**config.mk**
```make
export PLATFORM = sky130hd
export DESIGN_NAME = classifier_argmax_flat
export DESIGN_NICKNAME = d
export VERILOG_FILES = /design/src/rtl/classifier_argmax_pkg.sv /design/src/rtl/classifier_argmax_if.sv /design/src/rtl/classifier_argmax_score_cmp.sv /design/src/rtl/classifier_argmax.sv /design/src/flat_wrapper.sv
export SDC_FILE = /design/constraint.sdc
export NUM_CORES = 2
export LEC_CHECK = 0
export BUFFER_PORTS_ARGS = -buffer_cell sky130_fd_sc_hd__buf_2
export CAP_MARGIN = 40
export CORE_MARGIN = 4
export CORE_UTILIZATION = 30
export DETAILED_ROUTE_END_ITERATION = 6
export PLACE_DENSITY = 0.55
export SYNTH_ARGS = -nofsm -noshare
export SYNTH_HDL_FRONTEND = slang
export SYNTH_SLANG_ARGS = --single-unit
```
**constraint.sdc**
```tcl
create_clock -name clk -period 10.71 [get_ports clk]
set_clock_uncertainty 0.05 [all_clocks]
set_input_delay 2.142 -clock clk [delete_from_list [all_inputs] [get_ports clk]]
set_output_delay 2.142 -clock clk [all_outputs]
set_load 0.02 [all_outputs]
```
**src/rtl/classifier_argmax_pkg.sv**
```systemverilog
// Shared types and defaults for the streaming argmax / top-2 classifier stage.
package classifier_argmax_pkg;

    localparam int unsigned NUM_CLASSES_DEF = 10;
    localparam int unsigned PROB_W          = 113;

    typedef enum logic [1:0] {
        IDLE,
        ACCUM,
        HOLD
    } argmax_state_t;

    // Index width for a class count; never narrower than one bit.
    function automatic int unsigned idx_width(input int unsigned n);
        return (n <= 1) ? 1 : $clog2(n);
    endfunction

endpackage

```
**src/rtl/classifier_argmax_if.sv**
```systemverilog
// Score stream in, held result out. Master = producer/consumer side, slave = argmax block.
interface classifier_argmax_if
    import classifier_argmax_pkg::*;
#(
    parameter int unsigned SCORE_W = PROB_W,
    parameter int unsigned IDX_W   = 4
) ();

    logic               start;
    logic               score_valid;
    logic               score_ready;
    logic [SCORE_W-1:0] score_data;
    logic               score_last;
    logic               result_valid;
    logic               result_ready;
    logic [IDX_W-1:0]   result_idx;
    logic [SCORE_W-1:0] result_max;
    logic [IDX_W-1:0]   result_second_idx;
    logic [SCORE_W:0]   result_margin;
    logic               err_len;

    modport master (
        output start, score_valid, score_data, score_last, result_ready,
        input  score_ready, result_valid, result_idx, result_max,
               result_second_idx, result_margin, err_len
    );

    modport slave (
        input  start, score_valid, score_data, score_last, result_ready,
        output score_ready, result_valid, result_idx, result_max,
               result_second_idx, result_margin, err_len
    );

endinterface

```
**src/rtl/classifier_argmax_score_cmp.sv**
```systemverilog
// Strict greater-than compare of two scores, signed or unsigned.
module classifier_argmax_score_cmp
    import classifier_argmax_pkg::*;
#(
    parameter int unsigned SCORE_W     = PROB_W,
    parameter bit          SIGNED_MODE = 1'b1
) (
    input  logic [SCORE_W-1:0] a_i,
    input  logic [SCORE_W-1:0] b_i,
    output logic               gt_o
);

    // a > b under the selected number interpretation
    always_comb begin
        if (SIGNED_MODE) gt_o = $signed(a_i) > $signed(b_i);
        else             gt_o = a_i > b_i;
    end

endmodule

```
**src/rtl/classifier_argmax.sv**
```systemverilog
// Streaming argmax / runner-up tracker: one score per beat, result held until accepted.
module classifier_argmax
    import classifier_argmax_pkg::*;
#(
    parameter int unsigned  NUM_CLASSES = NUM_CLASSES_DEF,
    parameter int unsigned  SCORE_W     = PROB_W,
    parameter bit           SIGNED_MODE = 1'b1,
    localparam int unsigned IDX_W       = idx_width(NUM_CLASSES)
) (
    input  logic                clk,
    input  logic                rst,
    classifier_argmax_if.slave  arg_if
);

    localparam int unsigned       CNT_W = IDX_W + 1;
    localparam logic [CNT_W-1:0]  NUM_C = CNT_W'(NUM_CLASSES);

    argmax_state_t      state_q, state_d;
    logic [CNT_W-1:0]   cnt_q, cnt_d, cnt_b;
    logic [SCORE_W-1:0] max_q, max_d, sec_q, sec_d;
    logic [IDX_W-1:0]   idx_q, idx_d, sec_idx_q, sec_idx_d;
    logic               sec_vld_q, sec_vld_d, err_q, err_d;
    logic               res_valid_q, res_valid_d, res_err_q, res_err_d;
    logic [IDX_W-1:0]   res_idx_q, res_idx_d, res_sec_idx_q, res_sec_idx_d;
    logic [SCORE_W-1:0] res_max_q, res_max_d;
    logic [SCORE_W:0]   res_margin_q, res_margin_d;
    logic               beat, max_gt, sec_gt;

    function automatic logic [SCORE_W:0] ext(input logic [SCORE_W-1:0] v);
        return SIGNED_MODE ? {v[SCORE_W-1], v} : {1'b0, v};
    endfunction

    classifier_argmax_score_cmp #(.SCORE_W(SCORE_W), .SIGNED_MODE(SIGNED_MODE)) u_cmp_max (
        .a_i(arg_if.score_data), .b_i(max_q), .gt_o(max_gt)
    );

    classifier_argmax_score_cmp #(.SCORE_W(SCORE_W), .SIGNED_MODE(SIGNED_MODE)) u_cmp_sec (
        .a_i(arg_if.score_data), .b_i(sec_q), .gt_o(sec_gt)
    );

    assign beat = arg_if.score_valid && (state_q == ACCUM);

    // Next-state: frame control, top-2 tracking and result capture on the last beat
    always_comb begin
        state_d       = state_q;
        cnt_d         = cnt_q;
        max_d         = max_q;
        idx_d         = idx_q;
        sec_d         = sec_q;
        sec_idx_d     = sec_idx_q;
        sec_vld_d     = sec_vld_q;
        err_d         = err_q;
        res_valid_d   = res_valid_q;
        res_idx_d     = res_idx_q;
        res_max_d     = res_max_q;
        res_sec_idx_d = res_sec_idx_q;
        res_margin_d  = res_margin_q;
        res_err_d     = res_err_q;
        cnt_b         = cnt_q;
        unique case (state_q)
            IDLE: begin
                if (arg_if.start) begin
                    state_d   = ACCUM;
                    cnt_d     = '0;
                    max_d     = '0;
                    idx_d     = '0;
                    sec_d     = '0;
                    sec_idx_d = '0;
                    sec_vld_d = 1'b0;
                    err_d     = 1'b0;
                end
            end
            ACCUM: begin
                // A restart clears the trackers; a beat arriving with it opens the new frame.
                if (arg_if.start) begin
                    cnt_b     = '0;
                    cnt_d     = '0;
                    max_d     = '0;
                    idx_d     = '0;
                    sec_d     = '0;
                    sec_idx_d = '0;
                    sec_vld_d = 1'b0;
                    err_d     = 1'b0;
                end
                if (beat) begin
                    if (cnt_b >= NUM_C) begin
                        err_d = 1'b1;
                    end else begin
                        if (cnt_b == '0) begin
                            max_d     = arg_if.score_data;
                            idx_d     = '0;
                            sec_vld_d = 1'b0;
                        end else if (max_gt) begin
                            sec_d     = max_q;
                            sec_idx_d = idx_q;
                            sec_vld_d = 1'b1;
                            max_d     = arg_if.score_data;
                            idx_d     = cnt_b[IDX_W-1:0];
                        end else if (!sec_vld_q || sec_gt) begin
                            sec_d     = arg_if.score_data;
                            sec_idx_d = cnt_b[IDX_W-1:0];
                            sec_vld_d = 1'b1;
                        end
                        cnt_d = cnt_b + CNT_W'(1);
                    end
                    if (arg_if.score_last) begin
                        if ((cnt_b + CNT_W'(1)) < NUM_C) err_d = 1'b1;
                        state_d       = HOLD;
                        res_valid_d   = 1'b1;
                        res_idx_d     = idx_d;
                        res_max_d     = max_d;
                        res_sec_idx_d = sec_vld_d ? sec_idx_d : '0;
                        res_margin_d  = sec_vld_d ? (ext(max_d) - ext(sec_d)) : '0;
                        res_err_d     = err_d;
                    end
                end
            end
            HOLD: begin
                if (arg_if.result_ready) begin
                    state_d     = IDLE;
                    res_valid_d = 1'b0;
                end
            end
            default: state_d = IDLE;
        endcase
    end

    // State and result registers, cleared asynchronously
    always_ff @(posedge clk or negedge rst) begin
        if (!rst) begin
            state_q       <= IDLE;
            cnt_q         <= '0;
            max_q         <= '0;
            idx_q         <= '0;
            sec_q         <= '0;
            sec_idx_q     <= '0;
            sec_vld_q     <= 1'b0;
            err_q         <= 1'b0;
            res_valid_q   <= 1'b0;
            res_idx_q     <= '0;
            res_max_q     <= '0;
            res_sec_idx_q <= '0;
            res_margin_q  <= '0;
            res_err_q     <= 1'b0;
        end else begin
            state_q       <= state_d;
            cnt_q         <= cnt_d;
            max_q         <= max_d;
            idx_q         <= idx_d;
            sec_q         <= sec_d;
            sec_idx_q     <= sec_idx_d;
            sec_vld_q     <= sec_vld_d;
            err_q         <= err_d;
            res_valid_q   <= res_valid_d;
            res_idx_q     <= res_idx_d;
            res_max_q     <= res_max_d;
            res_sec_idx_q <= res_sec_idx_d;
            res_margin_q  <= res_margin_d;
            res_err_q     <= res_err_d;
        end
    end

    assign arg_if.score_ready       = (state_q == ACCUM);
    assign arg_if.result_valid      = res_valid_q;
    assign arg_if.result_idx        = res_idx_q;
    assign arg_if.result_max        = res_max_q;
    assign arg_if.result_second_idx = res_sec_idx_q;
    assign arg_if.result_margin     = res_margin_q;
    assign arg_if.err_len           = res_err_q;

endmodule

```
**src/flat_wrapper.sv**
```systemverilog
// flat-port wrapper written by rule: the top's interface ports become plain ports
module classifier_argmax_flat import classifier_argmax_pkg::*;
#(
    parameter int unsigned  NUM_CLASSES = NUM_CLASSES_DEF,
    parameter int unsigned  SCORE_W     = PROB_W,
    parameter bit           SIGNED_MODE = 1'b1,
    localparam int unsigned IDX_W       = idx_width(NUM_CLASSES)
)
  (clk, rst, arg_if_start, arg_if_score_valid, arg_if_score_data, arg_if_score_last, arg_if_result_ready, arg_if_score_ready, arg_if_result_valid, arg_if_result_idx, arg_if_result_max, arg_if_result_second_idx, arg_if_result_margin, arg_if_err_len);
  classifier_argmax_if #(.SCORE_W(SCORE_W), .IDX_W((4))) arg_if_i ();
  input  logic clk;
  input  logic rst;
  input wire logic [$bits(arg_if_i.start)-1:0] arg_if_start;
  input wire logic [$bits(arg_if_i.score_valid)-1:0] arg_if_score_valid;
  input wire logic [$bits(arg_if_i.score_data)-1:0] arg_if_score_data;
  input wire logic [$bits(arg_if_i.score_last)-1:0] arg_if_score_last;
  input wire logic [$bits(arg_if_i.result_ready)-1:0] arg_if_result_ready;
  output wire logic [$bits(arg_if_i.score_ready)-1:0] arg_if_score_ready;
  output wire logic [$bits(arg_if_i.result_valid)-1:0] arg_if_result_valid;
  output wire logic [$bits(arg_if_i.result_idx)-1:0] arg_if_result_idx;
  output wire logic [$bits(arg_if_i.result_max)-1:0] arg_if_result_max;
  output wire logic [$bits(arg_if_i.result_second_idx)-1:0] arg_if_result_second_idx;
  output wire logic [$bits(arg_if_i.result_margin)-1:0] arg_if_result_margin;
  output wire logic [$bits(arg_if_i.err_len)-1:0] arg_if_err_len;
  assign arg_if_i.start = arg_if_start;
  assign arg_if_i.score_valid = arg_if_score_valid;
  assign arg_if_i.score_data = arg_if_score_data;
  assign arg_if_i.score_last = arg_if_score_last;
  assign arg_if_i.result_ready = arg_if_result_ready;
  assign arg_if_score_ready = arg_if_i.score_ready;
  assign arg_if_result_valid = arg_if_i.result_valid;
  assign arg_if_result_idx = arg_if_i.result_idx;
  assign arg_if_result_max = arg_if_i.result_max;
  assign arg_if_result_second_idx = arg_if_i.result_second_idx;
  assign arg_if_result_margin = arg_if_i.result_margin;
  assign arg_if_err_len = arg_if_i.err_len;
  classifier_argmax #(.NUM_CLASSES(NUM_CLASSES), .SCORE_W(SCORE_W), .SIGNED_MODE(SIGNED_MODE)) u_core (.clk(clk), .rst(rst), .arg_if(arg_if_i));
endmodule
```
==> run summary <==
Crit. End Element: flip-flop
initial antenna violation count: 20
EDFF count, synth: 0
# Max-Cap Violations: 0
fillcell total: 12400
drt pass-1 iters: 5
port bufs: 356
arrival time at the worst endpoint: 10.22 ns
placed instance area: 0.0398 sq mm
detailed-route via count: 35000
Avg Synthesized Cell Area: 8.06 sq um
largest net degree at the start of global routing: 220
slowest stage delay, CP: 0.71 ns
hold_buf cts: 0
design area: 0.0419 sq mm
WL met2: 69.2 mm
# IOs: 357
hold violation count in the final report: 0
Synth cell types: 98
unrepaired setup endpoints after global routing: no
die footprint: 0.125 sq mm
CTS buffer count: 60
root buffer cell: clkbuf_16
Clk Latency, worst-skew pair: 0.68 ns
#FFs+latches synth: 480
post-synthesis sequential area ratio: 33.5%
Worst Path Buf+Inv: 2
Overflow after GRT: 0
Final #Nets: 5141
fin crit share: 90.7%
normalized max-slew margin: 26.5%
Async SR Flop Fraction: 100%
clock slew at reported path FFs: 0.06 ns
Worst Path Required: 11.22 ns
total power: 11.8 mW
core area: 0.118 sq mm
vias in the first global route: 33400
setup total negative slack: 0 ns
synthesized area: 0.0358 sq mm
Cells after Synth: 4449
first-pass GRT wire length: 222 mm
CP delay by family, top: compound AO/OA/AOI/OAI gates
DRT antenna net count: 0
CP max stage cell: a221oi_1
Die W: 354 microns
Slew Limit Fails: 0
clk sink count: 480
DR WL/cell: 23.4 microns
drt total wl: 149 mm
status: complete, no violations
initial drt markers: 2944
CTS max path bufs: 3
die height: 354 microns
Top Metal Used: met5
post-CTS resize count: 0
number of vias per cell: 5.48
Lkg Pwr: 18.6 nW
Total GRT Usage: 23.0%
CTS tree: done
Worst Hold Class: reg2reg
Mapped Nets: 4862
Power Dens Cells: 282 mW/mm^2
Residual DRC: 0
Rows: 126
area grow syn2layout: 17.0%
setup bufs post-CTS: 0
Sequential Area: 0.0120 sq mm
Routability Congestion: 1.03
setup violators final: 0
Final HPWL DP: 113 mm
Highest Clock Rate: 103 MHz
slew of the pin with the lowest slew margin: 1.10 ns
synth warn: 0
met3 routed WL: 10.6 mm
Worst Path Class, Setup: in2reg
CP Max Fanout: 69
Startpoint Class: input pin
area of the multi-input gates: 0.0216 sq mm
layout cell share with drive strength beyond 1: 13.8%
Metal-1 WL: 64.4 mm
H-tree depth: 2
fin crit period: 9.71 ns
ys flop type: dfrtp_1
Initial Util: 30.3%
VDD IR-drop max: 164 uV
## synthesized netlist by cell type (15+ instances only)
| cell | n | share of area, % |
|---|---|---|
| a211oi_1 | 25 | 0.52 |
| a21boi_0 | 71 | 1.5 |
| a21o_1 | 85 | 1.8 |
| a21oi_1 | 300 | 4.2 |
| a22o_1 | 43 | 1.1 |
| a22oi_1 | 85 | 1.8 |
| a31oi_1 | 16 | 0.28 |
| and2_1 | 31 | 0.54 |
| and3_1 | 17 | 0.30 |
| buf_1 | 15 | 0.16 |
| buf_2 | 16 | 0.22 |
| clkbuf_1 | 222 | 2.3 |
| dfrtp_1 | 480 | 34 |
| ha_1 | 293 | 10 |
| inv_1 | 340 | 3.6 |
| maj3_1 | 59 | 1.6 |
| mux2i_1 | 38 | 1.1 |
| nand2_1 | 491 | 5.1 |
| nand2b_1 | 22 | 0.38 |
| nand3_1 | 349 | 4.9 |
| nand4_1 | 91 | 1.6 |
| nor2_1 | 230 | 2.4 |
| nor3_1 | 46 | 0.64 |
| nor4_1 | 29 | 0.51 |
| o21ai_0 | 555 | 7.8 |
| o21ai_1 | 16 | 0.22 |
| o21bai_1 | 22 | 0.46 |
| o31ai_1 | 16 | 0.34 |
| or3_1 | 16 | 0.28 |
| xnor2_1 | 102 | 2.5 |
| xor2_1 | 52 | 1.3 |
## metal layers
metal | GRT usage (%) | vias to the layer above
met1 | 30.8 | 16900
met5 | 0 | -
met4 | 7.21 | 8
met2 | 37.8 | 1260
li1 | - | 16500
met3 | 3.90 | 239
## report_power, final
part | total, mW | switching [mW] | internal (mW)
combinational | 6.71 | 4.51 | 2.20
sequential | 2.87 | 0.449 | 2.42
clock | 2.23 | 0.900 | 1.33
## final timing paths
kind                                                     to                    startpoint  cells past startpoint  slack (ns)
setup / recovery           u_core.arg_if.result_margin[112]         arg_if_score_data[32]                     26         1.0
hold / removal                 u_core.arg_if.result_max[47]  u_core.arg_if.result_max[47]                      2        0.42
setup reg to reg           u_core.arg_if.result_margin[112]              u_core.max_q[32]                     26        2.11
hold reg to reg                u_core.arg_if.result_max[47]  u_core.arg_if.result_max[47]                      2        0.42
max in group asynchronous                 u_core.state_q[0]                           rst                      3        7.06
min in group asynchronous                  u_core.max_q[71]                           rst                      1        1.40
## cells in the final DEF, fill, tap and decap left out, types with 31 or more instances in the layout
| cell | count |
|---|---|
| nor2_1 | 227 |
| xor2_1 | 52 |
| a21o_1 | 84 |
| clkbuf_16 | 60 |
| and2_1 | 31 |
| mux2i_1 | 38 |
| ha_1 | 293 |
| a21oi_1 | 300 |
| a21boi_0 | 71 |
| inv_1 | 339 |
| nand3_1 | 348 |
| buf_2 | 355 |
| nand4_1 | 91 |
| dfrtp_1 | 480 |
| nor3_1 | 46 |
| nand2_1 | 487 |
| a22o_1 | 43 |
| a22oi_1 | 85 |
| o21ai_0 | 555 |
| buf_4 | 111 |
| maj3_1 | 59 |
| xnor2_1 | 102 |
## cell type report
class,instances,share of cell area [%]
antenna,7,0.0418
clock buffer,86,4.17
clock inverter,26,0.943
inverter,340,3.05
multi-input combinational,3365,51.4
sequential,480,28.6
tap,1600,4.77
timing repair buffer,481,6.95
## logic make-up (layout without fill, tap and decap cells)
family | Yosys count | in the layout | synth area share [%]
DFF | 480 | 480 | 33.5
xor gates and xnor gates | 154 | 154 | 3.76
adders and majority gates | 359 | 359 | 12.1
and+or+nand+nor | 1390 | 1390 | 18.2
buffers and inverters | 604 | 933 | 6.56
other | 0 | 7 | 0
AOI/OAI and AO/OA | 1414 | 1414 | 24.4
muxes | 48 | 48 | 1.38
## tightest hold or removal path, cell delays in order (launching register included)
cell,delay [ns]
dfrtp_1,0.34
nand2_1,0.05
nand2_1,0.05
## registers in the layout, summed over array words and instances, names as in the netlist
register,cells
u_core.arg_if.result_valid,1
u_core.sec_idx_q,4
u_core.arg_if.result_margin,114
u_core.state_q,2
u_core.sec_q,113
u_core.arg_if.err_len,1
u_core.cnt_q,5
u_core.arg_if.result_second_idx,4
u_core.arg_if.result_max,113
u_core.sec_vld_q,1
u_core.max_q,113
u_core.err_q,1
u_core.idx_q,4
u_core.arg_if.result_idx,4
## metrics by stage
step	hold WS [ns]	instances	worst slack, ns	utilization, %
global placement	0.407	6255	0.289	33.4
detailed placement	0.408	6265	0.230	33.6
global route	0.442	6378	0.601	35.4
floorplan	0.396	4449	0.532	-
CTS	0.423	6377	0.919	35.4
finish	0.418	6385	1.00	35.4
Power figures use the tool's default switching activity.
